**src/rtl/gerente_contexto_pkg.sv**
```systemverilog
// gerente_contexto_pkg: shared constants for the context-switch responder and the preemption timer
// Contents: FSM state encodings, context-switch opcode, OS context number,
//           register indices used by the timer's injected sequence.
package gerente_contexto_pkg;
   localparam logic [1:0] S_IDLE    = 2'd0;
   localparam logic [1:0] S_SAVE    = 2'd1;
   localparam logic [1:0] S_RESTORE = 2'd2;
   localparam logic [1:0] S_LOAD    = 2'd3;
   localparam logic [5:0] OP_TROCA_CONTEXTO = 6'b111111;
   localparam logic [31:0] SO_CONTEXTO_PADRAO = 32'd0;
   localparam logic [4:0] REG_28 = 5'd28;
   localparam logic [4:0] REG_29 = 5'd29;
   localparam logic [4:0] REG_30 = 5'd30;
endpackage

```
**src/rtl/contador_indice.sv**
```systemverilog
// contador_indice: 6-bit clearable up-counter with terminal flag
// Ports: clk, rst_n (sync, active-low), clr (priority over inc), inc,
//        limite (terminal value), valor (count), terminal (valor == limite).
module contador_indice (
   input  logic       clk,
   input  logic       rst_n,
   input  logic       clr,
   input  logic       inc,
   input  logic [5:0] limite,
   output logic [5:0] valor,
   output logic       terminal
);
   logic [5:0] valor_q, valor_d;
   always_comb valor_d = clr ? 6'd0 : inc ? valor_q + 6'd1 : valor_q;
   always_ff @(posedge clk)
      if (!rst_n) valor_q <= 6'd0;
      else        valor_q <= valor_d;
   assign valor    = valor_q;
   assign terminal = valor_q == limite;
endmodule

```
**src/rtl/gerente_contexto.sv**
```systemverilog
// gerente_contexto: context-switch responder (save RF to HD, restore RF from HD, load PC)
// Ports: clk, rst_n (sync, active-low); req/end_desvio/prox_contexto from the
//        control unit; flag_pausa stalls the core; contexto is the current
//        context; novo_pc/pc_load load the PC; rf_* drive the register file;
//        hd_* drive the HD context store (hd_rdata has one cycle of latency).
module gerente_contexto
   import gerente_contexto_pkg::*;
#(
   parameter int          NUM_REGS    = 32,
   parameter logic [31:0] SO_CONTEXTO = SO_CONTEXTO_PADRAO
) (
   input  logic        clk,
   input  logic        rst_n,
   input  logic        req,
   input  logic [31:0] end_desvio,
   input  logic [31:0] prox_contexto,
   output logic        flag_pausa,
   output logic [31:0] contexto,
   output logic [31:0] novo_pc,
   output logic        pc_load,
   output logic [4:0]  rf_addr,
   input  logic [31:0] rf_rdata,
   output logic [31:0] rf_wdata,
   output logic        rf_we,
   output logic [31:0] hd_contexto,
   output logic [4:0]  hd_pos,
   output logic [31:0] hd_wdata,
   output logic        hd_we,
   input  logic [31:0] hd_rdata
);
   logic [1:0]  estado_q, estado_d;
   logic [31:0] desvio_q, desvio_d, prox_q, prox_d, contexto_q, contexto_d;
   logic [5:0]  idx;
   logic        term, clr, inc;
   logic        em_save, em_rest, em_load, le, rd;
   contador_indice u_idx (
      .clk      (clk),
      .rst_n    (rst_n),
      .clr      (clr),
      .inc      (inc),
      .limite   (estado_q == S_SAVE ? 6'(NUM_REGS - 1) : 6'(NUM_REGS)),
      .valor    (idx),
      .terminal (term)
   );
   always_comb begin
      estado_d   = estado_q;
      desvio_d   = desvio_q;
      prox_d     = prox_q;
      contexto_d = contexto_q;
      clr        = 1'b0;
      inc        = 1'b0;
      case (estado_q)
         S_IDLE: begin
            clr = 1'b1;
            if (req) begin
               desvio_d = end_desvio;
               prox_d   = prox_contexto;
               estado_d = prox_contexto == contexto_q ? S_LOAD : S_SAVE;
            end
         end
         S_SAVE: begin
            inc = 1'b1;
            clr = term;
            estado_d = term ? S_RESTORE : S_SAVE;
         end
         S_RESTORE: begin
            inc = 1'b1;
            clr = term;
            estado_d = term ? S_LOAD : S_RESTORE;
         end
         default: begin
            contexto_d = prox_q;
            estado_d   = S_IDLE;
         end
      endcase
   end
   always_ff @(posedge clk)
      if (!rst_n) begin
         estado_q   <= S_IDLE;
         desvio_q   <= 32'd0;
         prox_q     <= 32'd0;
         contexto_q <= SO_CONTEXTO;
      end else begin
         estado_q   <= estado_d;
         desvio_q   <= desvio_d;
         prox_q     <= prox_d;
         contexto_q <= contexto_d;
      end
   assign em_save = estado_q == S_SAVE;
   assign em_rest = estado_q == S_RESTORE;
   assign em_load = estado_q == S_LOAD;
   // RESTORE is a one-deep pipeline: read HD at idx, write the RF with the
   // data that arrives for idx-1.
   assign rd = em_rest && idx < 6'(NUM_REGS);
   assign le = em_rest && idx != 6'd0;
   assign rf_addr     = em_save ? idx[4:0] : le ? idx[4:0] - 5'd1 : 5'd0;
   assign rf_wdata    = le ? hd_rdata : 32'd0;
   assign rf_we       = le;
   assign hd_contexto = em_save ? contexto_q : rd ? prox_q : 32'd0;
   assign hd_pos      = em_save || rd ? idx[4:0] : 5'd0;
   assign hd_wdata    = em_save ? rf_rdata : 32'd0;
   assign hd_we       = em_save;
   assign novo_pc     = em_load ? desvio_q : 32'd0;
   assign pc_load     = em_load;
   assign flag_pausa  = estado_q != S_IDLE;
   assign contexto    = contexto_q;
endmodule

```
**config.mk**
```make
export PLATFORM = sky130hd
export DESIGN_NAME = gerente_contexto
export DESIGN_NICKNAME = d
export VERILOG_FILES = /design/src/rtl/gerente_contexto_pkg.sv /design/src/rtl/contador_indice.sv /design/src/rtl/gerente_contexto.sv
export SDC_FILE = /design/constraint.sdc
export NUM_CORES = 1
export LEC_CHECK = 0
export ABC_CLOCK_PERIOD_IN_PS = 4150
export CAP_MARGIN = 10
export CORE_UTILIZATION = 39
export DETAILED_ROUTE_END_ITERATION = 10
export GPL_TIMING_DRIVEN = 1
export PLACE_DENSITY = 0.8
export SLEW_MARGIN = 5
export SYNTH_ARGS = -nofsm -noshare
export SYNTH_HDL_FRONTEND = slang
export SYNTH_SLANG_ARGS = --single-unit
```
**constraint.sdc**
```tcl
create_clock -name clk -period 4.15 [get_ports clk]
set_input_delay 0.6225 -clock clk [delete_from_list [all_inputs] [get_ports clk]]
set_output_delay 0.6225 -clock clk [all_outputs]
set_load 0.005 [all_outputs]
```
==> metrics, run 1 <==
Comb power frac=16.0%; Tot GR Track Use=24.1%; Cells after Synth=696; Hold-fix buffers, CTS=0; Synth area leader=dfxtp_1; Total Routed Length=18800 µm; switching pwr=0.563 mW; Synthesis Warnings=0; largest net degree at the start of global routing=78; min-delay worst type=reg -> reg; slew margin rel.=29.3%; Setup TNS Final=0 ns; required time worst endpoint=3.53 ns; Max H-tree Level=3; crit path DAT=2.61 ns; Seq cells post-synth=104; clock share of power=40.6%; IO Count=305; Synth area leaders=dfxtp_1, mux2i_1, and2_1, nand2_1, a21boi_0; area share of the leading cell type in the synthesized netlist=36.5%; count of final setup violators=0; Fin. Hold Viols=0; Clock Pin Slew Worst Setup and Hold Paths=0.07 ns; clk root buf=clkbuf_16; RSZ-0062 raised after global routing=false; Tmin final=3.24 ns; FP Rows=43; Die ar.=15100 µm²; TritonCTS clock tree=yes; maximum vdd drop=262 µV; latest clock arrival within the worst-skew pair=0.35 ns; P&R area growth vs syn=60.9%; buffer count from post-CTS setup fixing=0; Leak=3.24 nW; Post-Place Cells=1138; diode count=0; GRT overflow=0; Post-synth ARST share=0%; count leader, synth=nand2_1; number of global-route vias before repair=5276; Via density=4.77; initial antenna violation count=0; clk buf depth=2; DRC Markers=0; Crit Path Class=reg -> out; cts repair resizes=0; Seq/Total Area, Yosys=36.5%; chip width=123 µm; Layout Cells excl Fill=1154; Post-DP HPWL=14100 µm; startpoint types=register; Final GP Congestion=0.814; DR pass1 iterations=6; vias=5509; synth cell count leaders=nand2_1, dfxtp_1, and2_1; worst slew pin tran=1.06 ns; Initial Util=40.5%; layout cells sized above 1=3.90%; total CTS buffers=9; Iter 0 DRT Violations=214; Crit. End Element=output port; count of buffers from port buffering=304; drt wl/cell=16.3 µm; first-pass GRT wire length=27600 µm; syn_nets=835; Slew Viols, Final=0; Sink Count=104; period utilisation layout=78.0%; Max Cap Viol=0; P_int=1.87 mW; worst-path fanout max=25; Final Skew=0.00799 ns; Routed Antenna Nets=0; main flop type after synthesis=dfxtp_1; pwr/cell area=265 nW/µm²; Post-Syn Area per Cell=8.21 µm²; sequential power share=43.4%; Die Y=123 µm; outcome=completed; Core Area=14100 µm²; Post-synth EDFFs=0; switching part of the total=23.1%; Nets=1108; Synth Cell Area=5710 µm²; Unique masters post-synth=38; Fmax=309 MHz
## logic make-up (layout without fill, tap and decap cells)
group                    after synthesis  after routing  share of synthesized area [%]
adder cells (fa/ha/maj)                8              8                           1.75
AO/OA/AOI/OAI                         82             82                           10.6
multiplexers                          67             67                           11.8
buffers and inverters                 58            336                           4.51
flip-flops                           104            104                           36.5
AND/OR/NAND/NOR                      341            341                           29.4
XOR/XNOR                              36             36                           5.52
## power by group through the flow
stage               Sequential, mW  Combinational, mW  Clock (mW)
floorplan                     1.07              0.171           0
global placement              1.08              0.391           0
detailed placement            1.08              0.393           0
CTS                           1.06              0.395        1.02
global route                  1.06              0.426        1.06
finish                        1.06              0.391       0.990
## per-stage QoR
| step | util (%) | power [mW] | hold WS, ns | worst slack (ns) | area [µm²] |
|---|---|---|---|---|---|
| 4_1_cts | 65.2 | 2.47 | 0.463 | 0.899 | 9190 |
| 3_5_place_dp | 62.7 | 1.47 | 0.453 | 1.28 | 8840 |
| 2_1_floorplan | - | 1.25 | 0.439 | 2.11 | 5710 |
| 5_1_grt | 65.2 | 2.54 | 0.485 | 0.693 | 9190 |
| 6_report | 65.2 | 2.44 | 0.461 | 0.915 | 9190 |
| 3_3_place_gp | 62.7 | 1.47 | 0.445 | 1.33 | 8840 |
## routing by layer
layer / up-vias / track usage [%] / share of wire [%]
li1: 2795 / - / -
met1: 2522 / 25.6 / 39
met2: 172 / 46.0 / 52
met3: 20 / 5.72 / 7.2
met4: 0 / 8.58 / 1.8
met5: - / 0 / 0
## cell type report
class	count	area [µm²]
Clock buffer	10	239
Clock inverter	6	114
Fill cell	1232	4900
Inverter	8	30.0
Multi-Input combinational cell	534	3400
Sequential cell	104	2080
Tap cell	180	225
Timing Repair Buffer	312	3100
## final timing paths
path	startpoint	endpoint	slack, ns	cells after the start
worst max-delay path	estado_q[0]$_SDFFE_PN0P_	rf_addr[1]	0.91	7
worst max register to register	estado_q[0]$_SDFFE_PN0P_	u_idx.valor[4]$_SDFFE_PP0P_	1.84	7
worst min register to register	desvio_q[13]$_SDFFE_PN0P_	desvio_q[13]$_SDFFE_PN0P_	0.46	2
worst min-delay path	desvio_q[13]$_SDFFE_PN0P_	desvio_q[13]$_SDFFE_PN0P_	0.46	2
## cells in the final DEF (no fill, tap or decap), drive strengths merged, types with 3 or more instances in the layout
cell type and n:
clkdlybuf4s50 303, o21ai 6, buf 9, dfxtp 104
and2 97, clkbuf 10, nor2b 37, a21boi 65
nand2 139, nand4 11, bufinv 3, mux2i 65
xnor2 30, ha 8, xor2 6, nor2 46
inv 9
## flip-flops by register name, indices dropped and copies added (netlist names)
name / flops
contexto: 32
desvio_q: 32
prox_q: 32
u_idx.valor: 6
estado_q: 2
## critical path, cell delays in order, from the launching register on
cell	delay, ns
dfxtp_1	0.39
inv_1	0.12
ha_1	0.22
inv_1	0.09
a31oi_2	0.44
buf_4	0.32
a22o_1	0.16
clkdlybuf4s50_1	0.52
No activity file was read; power rests on OpenSTA's default activity.
==> run 2: changes to the inputs <==
--- a/config.mk
+++ b/config.mk
@@ -5,12 +5,12 @@
 export SDC_FILE = /design/constraint.sdc
 export NUM_CORES = 1
 export LEC_CHECK = 0
-export ABC_CLOCK_PERIOD_IN_PS = 4150
+export ABC_CLOCK_PERIOD_IN_PS = 2900
 export CAP_MARGIN = 10
-export CORE_UTILIZATION = 39
+export CORE_UTILIZATION = 36
 export DETAILED_ROUTE_END_ITERATION = 10
 export GPL_TIMING_DRIVEN = 1
-export PLACE_DENSITY = 0.8
+export PLACE_DENSITY = 0.78
 export SLEW_MARGIN = 5
 export SYNTH_ARGS = -nofsm -noshare
 export SYNTH_HDL_FRONTEND = slang
==> constraint.sdc (replaced) <==
create_clock -name clk -period 2.9 [get_ports clk]
set_input_delay 0.435 -clock clk [delete_from_list [all_inputs] [get_ports clk]]
set_output_delay 0.435 -clock clk [all_outputs]
set_load 0.005 [all_outputs]
==> metrics, run 2 (synthesis results as in run 1) <==
DP Worst Slack=0.432 ns; Routed Antenna Nets=0; chip width=128 µm; Core Area=15400 µm²; maximum vdd drop=384 µV; Via density=4.63; Nets=1115; RSZ-0062 raised after global routing=false; most frequent cells in the layout=clkdlybuf4s50_1, nand2_1, dfxtp_1, and2_1; worst hold margin=0.459 ns; commonest non-fill, non-tap cell in the layout=clkdlybuf4s50_1; outcome=completed; largest net degree at the start of global routing=76; Final Skew=0.00754 ns; worst slew pin tran=0.614 ns; worst-path fanout max=31; clk buf depth=2; GRT overflow=0; count of final setup violators=0; Iter 0 DRT Violations=265; Post-DP HPWL=13600 µm; R2R setup slack=0.96 ns; Final GP Congestion=0.813; Max Cap Viol=0; IO Count=305; DRC Markers=0; fillcell total=1406; clk root buf=clkbuf_16; required time worst endpoint=2.47 ns; min-delay worst type=reg -> reg; Die ar.=16400 µm²; latest clock arrival within the worst-skew pair=0.35 ns; vias=5521; Die Y=128 µm; P&R area growth vs syn=62.4%; count of buffers from port buffering=304; first-pass GRT wire length=27700 µm; crit path DAT=2.34 ns; TritonCTS clock tree=yes; pwr/cell area=361 nW/µm²; period utilisation layout=95.6%; Total Power=3.35 mW; Sink Count=104; slew margin rel.=59.1%; diode count=0; Setup TNS Final=0 ns; total CTS buffers=9; layout cells sized above 1=4.69%; Clock Pin Slew Worst Setup and Hold Paths=0.07 ns; startpoint types=register; Fmax=361 MHz; Leak=3.28 nW; Crit Path Class=reg -> out; Hold-fix buffers, CTS=0; drt wl/cell=15.4 µm; Layout Cells excl Fill=1192; Post-Place Cells=1174; number of global-route vias before repair=5044; initial antenna violation count=0; Tmin final=2.77 ns; Max H-tree Level=3; Tot GR Track Use=21.9%; Fin. Hold Viols=0; FP Rows=45; Slew Viols, Final=0; Initial Util=37.2%; DR pass1 iterations=4; Crit. End Element=output port; Total Routed Length=18300 µm; Final WS setup=0.129 ns
==> run 2: cell count changes in the layout (fill, tap and decap cells not counted), sizes merged <==
cell / delta
clkinvlp: -1
clkinv: +3
buf: +7
bufinv: -2
==> run 2: timing repair <==
item | CTS | global route
resized for setup | 0 | 1
endpoints found under the setup margin | 0 | 22
buffers inserted | 0 | 2
==> run 2: power by group <==
part / internal, mW / switching, mW / total, mW / leakage (nW)
Combinational: 0.345 / 0.231 / 0.576 / 2.28
Sequential: 1.48 / 0.0315 / 1.51 / 0.847
Clock: 0.698 / 0.564 / 1.26 / 0.150
==> run 2: area by class of cell <==
cell class              count  area [µm²]  share of cell area, %
multi-input cells         534        3400                   36.7
repair buffers            319        3190                   34.4
flip-flops and latches    104        2080                   22.5
well taps                 211         264                   2.85
clock buffers              10         239                   2.58
clock inverters             6        67.6                  0.728
inverters                   8        30.0                  0.324
==> run 2: final timing paths <==
path,startpoint,end,depth (start not counted)
setup / recovery,u_idx.valor[0]$_SDFFE_PP0P_,rf_wdata[2],6
hold / removal,desvio_q[24]$_SDFFE_PN0P_,desvio_q[24]$_SDFFE_PN0P_,2
setup reg to reg,estado_q[1]$_SDFFE_PN0P_,u_idx.valor[2]$_SDFFE_PP0P_,8
hold reg to reg,desvio_q[24]$_SDFFE_PN0P_,desvio_q[24]$_SDFFE_PN0P_,2
==> run 2: critical path, stage by stage, from the launching register on <==
cell and delay, ns:
dfxtp_1 0.50, inv_2 0.11, ha_1 0.22, a31oi_2 0.15, buf_4 0.29, and2_1 0.18
clkdlybuf4s50_1 0.53
==> run 2: metal layers <==
metal  part of all wire [%]  track usage [%]  up-vias
met5                      0                0        -
met4                    1.2             6.23        0
met3                    7.7             6.97       21
met2                     49             37.6      191
met1                     42             26.2     2503
li1                       -                -     2806
==> run 2: through the flow <==
stage | area (µm²) | utilization [%]
floorplan | 5710 | -
global placement | 8950 | 58.2
detailed placement | 8950 | 58.2
CTS | 9260 | 60.2
global route | 9280 | 60.4
finish | 9280 | 60.4
==> run 3: changes to the inputs <==
--- a/config.mk
+++ b/config.mk
@@ -7,10 +7,13 @@
 export LEC_CHECK = 0
 export ABC_CLOCK_PERIOD_IN_PS = 2900
 export CAP_MARGIN = 10
-export CORE_UTILIZATION = 36
+export CELL_PAD_IN_SITES_DETAIL_PLACEMENT = 0
+export CELL_PAD_IN_SITES_GLOBAL_PLACEMENT = 1
+export CORE_UTILIZATION = 25
 export DETAILED_ROUTE_END_ITERATION = 10
 export GPL_TIMING_DRIVEN = 1
-export PLACE_DENSITY = 0.78
+export PLACE_DENSITY_LB_ADDON = 0.1
+export REMOVE_ABC_BUFFERS = 1
 export SLEW_MARGIN = 5
 export SYNTH_ARGS = -nofsm -noshare
 export SYNTH_HDL_FRONTEND = slang
==> metrics, run 3 (synthesis results as in run 1) <==
outcome=completed; Crit Path Class=reg -> out; count of buffers from port buffering=304; Iter 0 DRT Violations=244; GRT overflow=0; vias=5499; hold path depth=2; largest net degree at the start of global routing=76; Max Cap Viol=0; diode count=0; commonest non-fill, non-tap cell in the layout=clkdlybuf4s50_1; most frequent cells in the layout=clkdlybuf4s50_1, nand2_1, dfxtp_1, and2_1; required time worst endpoint=2.47 ns; min-delay worst type=reg -> reg; first-pass GRT wire length=30400 µm; Sink Count=104; layout cells sized above 1=5.09%; M3 GR Usage=5.61%; Clock Pin Slew Worst Setup and Hold Paths=0.08 ns; Slew Viols, Final=0; Total Routed Length=19600 µm; Tmin final=2.76 ns; worst reg2reg path depth=7; IO Count=305; RSZ-0062 raised after global routing=false; clk buf depth=2; maximum vdd drop=272 µV; Hold EP=desvio_q[21]$_SDFFE_PN0P_; Final GP Congestion=0.725; slew margin rel.=52.0%; R2R setup slack=0.86 ns; number of global-route vias before repair=5295; period utilisation layout=95.2%; clk root buf=clkbuf_16; worst-path fanout max=18; Max H-tree Level=3; Via density=4.35; TritonCTS clock tree=yes; FP Rows=54; Die Y=153 µm; Routed Antenna Nets=0; RR Endpoint=estado_q[1]$_SDFFE_PN0P_; r2r startpoint=estado_q[1]$_SDFFE_PN0P_; worst slew pin tran=0.720 ns; Final Skew=0.00585 ns; Initial Util=25.9%; Setup TNS Final=0 ns; worst hold margin=0.461 ns; Crit. End Element=output port; chip width=153 µm; initial antenna violation count=1; latest clock arrival within the worst-skew pair=0.35 ns; count of final setup violators=0; startpoint types=register; Post-DP HPWL=13900 µm; Post-Place Cells=1244; pwr/cell area=360 nW/µm²; Leak=3.30 nW; met2 Use GR=26.5%; total CTS buffers=9; Fmax=362 MHz; Final Core Density=42.7%; M1 GR Usage=20.9%; DR pass1 iterations=6; drt wl/cell=15.6 µm; Fin. Hold Viols=0; Tot GR Track Use=16.4%; Layout Cells excl Fill=1263; grt peak-use layer=met2; Hold-fix buffers, CTS=0; Die ar.=23500 µm²; DRC Markers=0; Worst Hold Launch=desvio_q[21]$_SDFFE_PN0P_; Nets=1117; Core Area=22100 µm²; P&R area growth vs syn=65.3%; crit path DAT=2.33 ns
run 3: changes by cell type in the layout (fill, tap and decap cells not counted), moves of 2 or more:
cell	before	now
clkinv_2	2	0
buf_4	12	10
buf_12	3	5
o21ai_1	0	2
o21ai_0	6	4
run 3: how the worst max path moves through the flow:
stage | start | to | slack (ns)
6_report | estado_q[0]$_SDFFE_PN0P_ | rf_wdata[30] | 0.14
5_1_grt | estado_q[1]$_SDFFE_PN0P_ | rf_addr[2] | 0.02
4_1_cts | estado_q[0]$_SDFFE_PN0P_ | rf_addr[2] | 0.03
3_5_place_dp | estado_q[0]$_SDFFE_PN0P_ | rf_addr[2] | 0.36
3_3_place_gp | estado_q[0]$_SDFFE_PN0P_ | rf_addr[2] | 0.42
2_1_floorplan | estado_q[0]$_SDFFE_PN0P_ | hd_pos[2] | -0.50
run 3: timing repair:
item / CTS / global route
cloned: 0 / 1
setup buffers: 0 / 2
hold endpoints to repair: 0 / 0
setup endpoints to repair: 1 / 29
resized for setup: 1 / 5
pin swaps: 0 / 1
run 3: worst max-delay path, cell delays in order (launching register included):
cell and delay (ns):
dfxtp_2 0.37, inv_1 0.12, ha_2 0.22, inv_1 0.09, a31oi_4 0.22, buf_4 0.17, clkbuf_16 0.15, and2_1 0.13
clkdlybuf4s50_1 0.51
run 3: metrics by stage:
step	instance area [µm²]	power [mW]	worst slack (ns)
final	9440	3.40	0.139
after floorplan	5480	1.76	-0.504
after CTS	9400	3.46	0.0257
after global placement	9070	2.13	0.420
after detailed placement	9070	2.13	0.360
after global routing	9440	3.58	0.0164
run 3: per-layer routing:
layer / vias up / share of wire (%)
met1: 2477 / 46
met3: 15 / 8.1
met2: 195 / 45
li1: 2810 / -
met4: 2 / 0.96
met5: - / 0.071
run 3: layout make-up:
cell class / count / area, µm²
Clock buffer: 10 / 239
Clock inverter: 6 / 75.1
Timing Repair Buffer: 321 / 3250
Inverter: 8 / 30.0
Multi-Input combinational cell: 534 / 3420
Tap cell: 280 / 350
Fill cell: 2261 / 12600
Sequential cell: 104 / 2080
run 3: report_power, final:
group	switching, mW	internal (mW)	total, mW	leakage [nW]
Sequential	0.0325	1.48	1.51	0.848
Clock	0.598	0.707	1.30	0.151
Combinational	0.232	0.348	0.580	2.30
Total	0.862	2.54	3.40	3.30
